--- src/rtl/simple_out_capture.sv ---
// Packs the serial netlist output into WIDTH-bit words, MSB first, and queues them in a DEPTH-entry FIFO; also counts transitions and aborts.
// Latency: word_valid rises one cycle after the edge that samples the last bit (no empty-FIFO bypass).
// Backpressure: word_ready low holds the head word stable; a word completed while the FIFO is full with no pop is dropped and sets sticky overflow.
module simple_out_capture #(
  parameter int WIDTH = 8,
  parameter int DEPTH = 4,
  parameter int CNT_W = 16
) (
  input  logic                     iccad_clk,
  input  logic                     iccad_rst_n,
  input  logic                     out_i,
  input  logic                     cap_en,
  output logic [WIDTH-1:0]         word_data,
  output logic                     word_valid,
  input  logic                     word_ready,
  output logic [$clog2(DEPTH):0]   fifo_level,
  output logic                     overflow,
  output logic [7:0]               abort_cnt,
  output logic [CNT_W-1:0]         edge_cnt
);

  localparam int BW = $clog2(WIDTH);
  localparam int AW = $clog2(DEPTH);
  localparam int LW = AW + 1;
  localparam logic [BW-1:0] LAST_BIT = BW'(WIDTH - 1);

  localparam logic S_IDLE  = 1'b0;
  localparam logic S_SHIFT = 1'b1;

  logic             state;
  logic [BW-1:0]    bit_cnt;
  logic [WIDTH-2:0] sr;          // only the low WIDTH-1 bits ever feed a future word
  logic             prev_bit;

  logic [WIDTH-1:0] mem [DEPTH];
  logic [AW-1:0]    rd_ptr;
  logic [AW-1:0]    wr_ptr;

  logic [WIDTH-1:0] new_word;
  logic             word_done;
  logic             full;
  logic             pop;
  logic             push_ok;
  logic             drop;

  assign word_valid = (fifo_level != '0);
  assign word_data  = word_valid ? mem[rd_ptr] : '0;

  // Completion of a word and the resulting FIFO push/pop/drop decisions for this edge
  always_comb begin
    new_word  = {sr, out_i};
    word_done = (state == S_SHIFT) && cap_en && (bit_cnt == LAST_BIT);
    full      = (fifo_level == LW'(DEPTH));
    pop       = word_valid && word_ready;
    push_ok   = word_done && (!full || pop);
    drop      = word_done && full && !pop;
  end

  // Capture FSM: bit sampling, word assembly and partial-word abort counting
  always_ff @(posedge iccad_clk) begin
    if (!iccad_rst_n) begin
      state     <= S_IDLE;
      bit_cnt   <= '0;
      sr        <= '0;
      abort_cnt <= '0;
    end else if (state == S_IDLE) begin
      if (cap_en) begin
        sr      <= (WIDTH-1)'(out_i);
        bit_cnt <= BW'(1);
        state   <= S_SHIFT;
      end
    end else begin
      if (cap_en) begin
        sr      <= new_word[WIDTH-2:0];
        bit_cnt <= (bit_cnt == LAST_BIT) ? '0 : bit_cnt + BW'(1);
      end else begin
        state   <= S_IDLE;
        bit_cnt <= '0;
        if (bit_cnt != '0 && abort_cnt != 8'hFF)
          abort_cnt <= abort_cnt + 8'd1;
      end
    end
  end

  // FIFO storage; pointers reset separately so the array itself needs no reset
  always_ff @(posedge iccad_clk) begin
    if (iccad_rst_n && push_ok)
      mem[wr_ptr] <= new_word;
  end

  // FIFO pointers, occupancy and sticky overflow flag
  always_ff @(posedge iccad_clk) begin
    if (!iccad_rst_n) begin
      rd_ptr     <= '0;
      wr_ptr     <= '0;
      fifo_level <= '0;
      overflow   <= 1'b0;
    end else begin
      if (push_ok)
        wr_ptr <= wr_ptr + AW'(1);
      if (pop)
        rd_ptr <= rd_ptr + AW'(1);
      if (push_ok && !pop)
        fifo_level <= fifo_level + LW'(1);
      else if (pop && !push_ok)
        fifo_level <= fifo_level - LW'(1);
      if (drop)
        overflow <= 1'b1;
    end
  end

  // Saturating transition counter; prev_bit tracks out_i even while capture is off
  always_ff @(posedge iccad_clk) begin
    if (!iccad_rst_n) begin
      prev_bit <= 1'b0;
      edge_cnt <= '0;
    end else begin
      prev_bit <= out_i;
      if (cap_en && (out_i != prev_bit) && (edge_cnt != '1))
        edge_cnt <= edge_cnt + CNT_W'(1);
    end
  end

endmodule

--- config.mk ---
export PLATFORM = sky130hd
export DESIGN_NAME = simple_out_capture
export DESIGN_NICKNAME = d
export VERILOG_FILES = /design/src/rtl/simple_out_capture.sv
export SDC_FILE = /design/constraint.sdc
export NUM_CORES = 1
export LEC_CHECK = 0
export ABC_AREA = 1
export CORE_ASPECT_RATIO = 2
export CORE_MARGIN = 1.5
export CORE_UTILIZATION = 50
export CTS_BUF_LIST = sky130_fd_sc_hd__clkbuf_4 sky130_fd_sc_hd__clkbuf_8
export DETAILED_ROUTE_END_ITERATION = 8
export DONT_BUFFER_PORTS = 1
export PLACE_DENSITY_LB_ADDON = 0.08
export SLEW_MARGIN = 10
export SYNTH_ARGS = -nofsm -noshare
export SYNTH_HDL_FRONTEND = slang
export SYNTH_SLANG_ARGS = --single-unit
--- constraint.sdc ---
create_clock -name iccad_clk -period 5.7 [get_ports iccad_clk]
set_input_delay 0.57 -clock iccad_clk [delete_from_list [all_inputs] [get_ports iccad_clk]]
set_output_delay 0.57 -clock iccad_clk [all_outputs]
set_load 0.02 [all_outputs]
-- After elaboration in Yosys (flattened, before gate mapping)
Memories as Yosys holds them, arrays and structs flattened. A register that Yosys moved wholly into a read port is not among the register bits.
Index checks and enable logic that the tools add are counted.
- $add $sub $neg: 7
- equality and inequality tests: 5
- muxes and demuxes: 15
- bitwise gates (word level): 1
- reductions and logical operators: 21
- operator list (operator ; number):
    two-way mux 7 bit ; 3
    two-way mux 3 bit ; 6
    adder 16 x 1 -> 16 bit (second input constant) ; 1
    != test 16 bit (second input constant) ; 1
    logical AND 1 bit ; 12
    adder 8 x 1 -> 8 bit (second input constant) ; 1
    two-way mux 8 bit ; 1
    != test 8 bit (second input constant) ; 1
    adder 3 x 1 -> 3 bit (second input constant) ; 2
    equality test 3 bit (second input constant) ; 2
    nonzero test 3 bit ; 2
    adder 2 x 1 -> 2 bit (second input constant) ; 2
    two-way mux 2 bit ; 2
    nonzero test 2 bit ; 2
    logical NOT 1 bit ; 3
    two-way mux 1 bit ; 3
    AND reduction 3 bit ; 1
    subtractor 3 x 1 -> 3 bit (second input constant) ; 1
    logical OR 1 bit ; 1
    != test 1 bit ; 1
    NOT 1 bit ; 1
- flip-flop bits (word level): 44
- memory bits (writable): 32
- input port bits: 5
- output and inout bits: 37
- logic and storage cells: 60
- memories kept: 1
- memory list (memory ; depth ; bits a word ; rd ports ; clocked after Yosys merged registers in ; write ports ; line ; RTL):
    mem ; 4 ; 8 ; 1 ; 1 ; 1 ; 35 ; logic [WIDTH-1:0] mem [DEPTH];

-- Longest topological paths before layout
- depth after elaboration: 8
- mapped depth: 13
- gate-level depth less buffers: 13

-- Worst setup path after synthesis
Ideal clock, no wire load.
- path kind: input to register
- start point: in cap_en
- end point: reg fifo_level[2]
- setup time: 0.122 ns
- data arrival time: 1.971 ns
- required time: 5.578 ns
- slack: 3.607 ns
- stages: 12
- buffers on the path: 1
- cells stage by stage: buf_6 -> nand2_1 -> nor2_1 -> nand2_1 -> inv_1 -> ha_1 -> inv_1 -> fa_1 -> a21oi_1 -> o21ai_0 -> o21ai_0 -> a21oi_1
- longest elaborated chain between the ends: 6
- elaborated cells on any way between the ends: 8
- those cells by class: mux: 1; reduce/logical: 7
- ends and longest elaborated chain (element ; line ; RTL):
    start, declared ; 12 ; input logic cap_en,
    logical AND 1 bit (*) (2 in a row) ; 52 ; word_done = (state == S_SHIFT) && cap_en && (bit_cnt == LAST_BIT);
    logical AND 1 bit (*) ; 55 ; push_ok = word_done && (!full || pop);
    logical NOT 1 bit ; 105 ; else if (pop && !push_ok)
    logical AND 1 bit ; 105 ;
    nonzero test 2 bit (no line) ; - ;
    end signal, assigned ; 104 ; fifo_level <= fifo_level + LW'(1);
    end signal, assigned ; 106 ; fifo_level <= fifo_level - LW'(1);
    end, declared ; 16 ; output logic [$clog2(DEPTH):0] fifo_level,
Mark *: on every way between the ends. The rest lies on a longest branch, timed or not.
A chain may end at the register's enable or synchronous reset.

==> impl_results.md <==
* Status: finished clean
* Register bit total from synthesis at 78
* Met1 Usage GRT at 0.175
* Most frequent cells in the layout: nand2_1 (86), nor2_1 (84), inv_1 (46), dfxtp_1 (46), a21oi_1 (41)
* Post-DR wirelength/cell at 13.2 µm
* Hold Crit Class: in -> reg
* Slew HR at 0.477
* Hold Buf Count CTS at 0
* CP Launch Type: register
* Total GRT Usage at 0.194
* Nets@finish at 453
* Final hold vios at 0
* Final Non-Filler Cells at 532
* Yosys cell types at 30
* Critical Path RT at 5.13 ns
* TritonCTS clock tree: built
* RSZ-0062 raised after global routing: false
* Final setup viols at 0
* CTS buffer count at 9
* Number of global-route vias before repair at around 2,600
* Placed cell count at ~520
* Setup_tns at 0 ns
* Fin crit period at around 2.4 ns
* Synth warn at 0
* Share of post-route cells with drive strength above 1 at 0.0769
* DR pass1 iterations at 4
* Core area at 0.00694 mm²
* Crit-path max FO at 9
* Length in cells of the worst reg-to-reg path at 12
* Critical path buffers and inverters at 1
* Max cap viols at 0
* # rows at 43
* Post-CTS setup buffer count at 0
* Synthesized area at between 0.003 and 0.004 mm²
* Leading cell type in the layout, fill and taps excluded: nand2_1
* Setup Skew at 0.00615 ns
* Overflow after GRT at 0
* Vias at ~2,700
* Fmax at around 0.42 GHz
* CTS resizes at 0
* Max Transition Viols Final at 0
* Worst EP arrival at 1.82 ns
* CP endpoint kind: output port
* Clock Latency Late Sink at ~0.34 ns
* Fillcell total at 641
* WP depth at 4
* Vias per Instance at 5.00
* Total wire length at between 7000 and 8000 µm
* CP Cell Sequence: inv_1 > nor2_1 > o21ai_0 > a21oi_1
* Final period util at 0.419
* Syn nets at approximately 450
* Clock sink total at 78
* First-pass GRT wire length at ~11,000 µm
* Cells after Synth at around 440
* Met3 Track Usage GR at 0.0339
* WS Path Type: reg -> out
* Initial DRC count at 51
* Die width at 62.7 µm
* # DRC at 0
* Area growth from synthesis to layout at 6.67%
* Initial Util at 0.513
* Worst Hold Depth at 1
* PD cells at 326 mW/mm²
* Chip height at 122 µm
* Avg Inst Size Synth at around 8 µm²
* Htree depth at 3
* # IOs at 42
* Setup ws final at between 3 and 4 ns
* Worst-Margin Slew at between 0.7 and 0.8 ns
* Worst-path clk slew at 0.07 ns
* Root Driver: clkbuf_8
* Met2 Track Usage GR at 0.393
* CP max-delay cell: dfxtp_1
* P_leak at 1.46 nW
* Die area at 0.00767 mm²
* Number of antenna violations at the first check in global routing at 0
* Antenna-violating nets left at 0
* Pin count of the biggest net entering global routing at 29
* Clk buf depth at 2
* RD Place Congestion at around 0.80
* Port bufs at 0
* Final core utilization at 0.548
* Largest stage delay, worst path at approximately 0.57 ns
* Register area share after synthesis at 0.528
* VDD IR-drop max at 0.154 mV
* DP HPWL at 5290 µm
* Post-place setup slack at 3.36 ns
* Antenna diode count at 0
* Top cell family by delay on the critical path: flip-flops
* Global route hottest layer: met2
-- cells by family (layout without fill, tap and decap cells) --
group | Yosys count | after routing | share of synthesized area
AOI/OAI and AO/OA | 76 | 76 | 0.109
xor gates and xnor gates | 5 | 5 | 0.0123
adders and majority gates | 11 | 11 | 0.0407
buffers and inverters | 59 | 66 | 0.0671
DFF | 78 | 78 | 0.528
and+or+nand+nor | 206 | 206 | 0.242
-- synth_stat cells (all sizes together) --
cell,number,area (µm²)
fa,1,20.0
xnor2,1,8.76
nor3,3,15.0
nand4,2,12.5
a21oi,42,214
o21ai,32,160
clkinv,2,12.5
edfxtp,32,961
xor2,4,35.0
nand2,90,353
and3,1,6.26
inv,48,180
a31oi,1,6.26
buf,6,35.0
ha,10,125
nand3,19,118
a221oi,1,8.76
dfxtp,46,921
nor2,91,359
clkbuf,3,11.3
-- stage by stage --
step           total power [W]  area (µm²)  hold WS [ns]
6_report               0.00124        3800         0.317
5_1_grt                0.00130        3800         0.304
4_1_cts                0.00126        3800         0.288
3_5_place_dp          0.000899        3630         0.456
3_3_place_gp          0.000893        3630         0.453
2_1_floorplan         0.000859        3560         0.436
-- state kept, by name, indices dropped and copies added, names as in the netlist, named ones only --
register    cells
prev_bit        1
mem            32
sr              7
abort_cnt       8
state           1
wr_ptr          2
bit_cnt         3
edge_cnt       16
fifo_level      3
rd_ptr          2
overflow        1
-- routing by layer --
layer / share of wire / vias up
li1: - / 1411
met1: 0.36 / 1199
met2: 0.59 / 43
met3: 0.030 / 9
met4: 0.017 / 0
met5: 0 / -
-- report_power, final --
part	leakage (nW)	internal (W)	switching [W]	total, W
sequential	0.700	0.000599	0.0000511	0.000650
clock	0.0866	0.000171	0.000184	0.000356
combinational	0.671	0.0000578	0.000177	0.000235
total	1.46	0.000828	0.000413	0.00124
-- worst paths after layout --
check / start / end / slack, ns
max: register / word_data[0] / 3.31
min: cap_en / sr[0] / 0.32
max reg2reg: fifo_level[0] / fifo_level[2] / 3.37
min reg2reg: rd_ptr[1] / register / 0.47
-- final cells by class --
| cell class | count | area (µm²) | area share |
|---|---|---|---|
| clock buffers | 12 | 146 | 0.0385 |
| clock inverters | 4 | 25.0 | 0.00659 |
| inverters | 50 | 193 | 0.0507 |
| multi-input cells | 298 | 1440 | 0.379 |
| flip-flops and latches | 78 | 1880 | 0.495 |
| well taps | 90 | 113 | 0.0296 |
No activity file was read; power rests on OpenSTA's default activity.
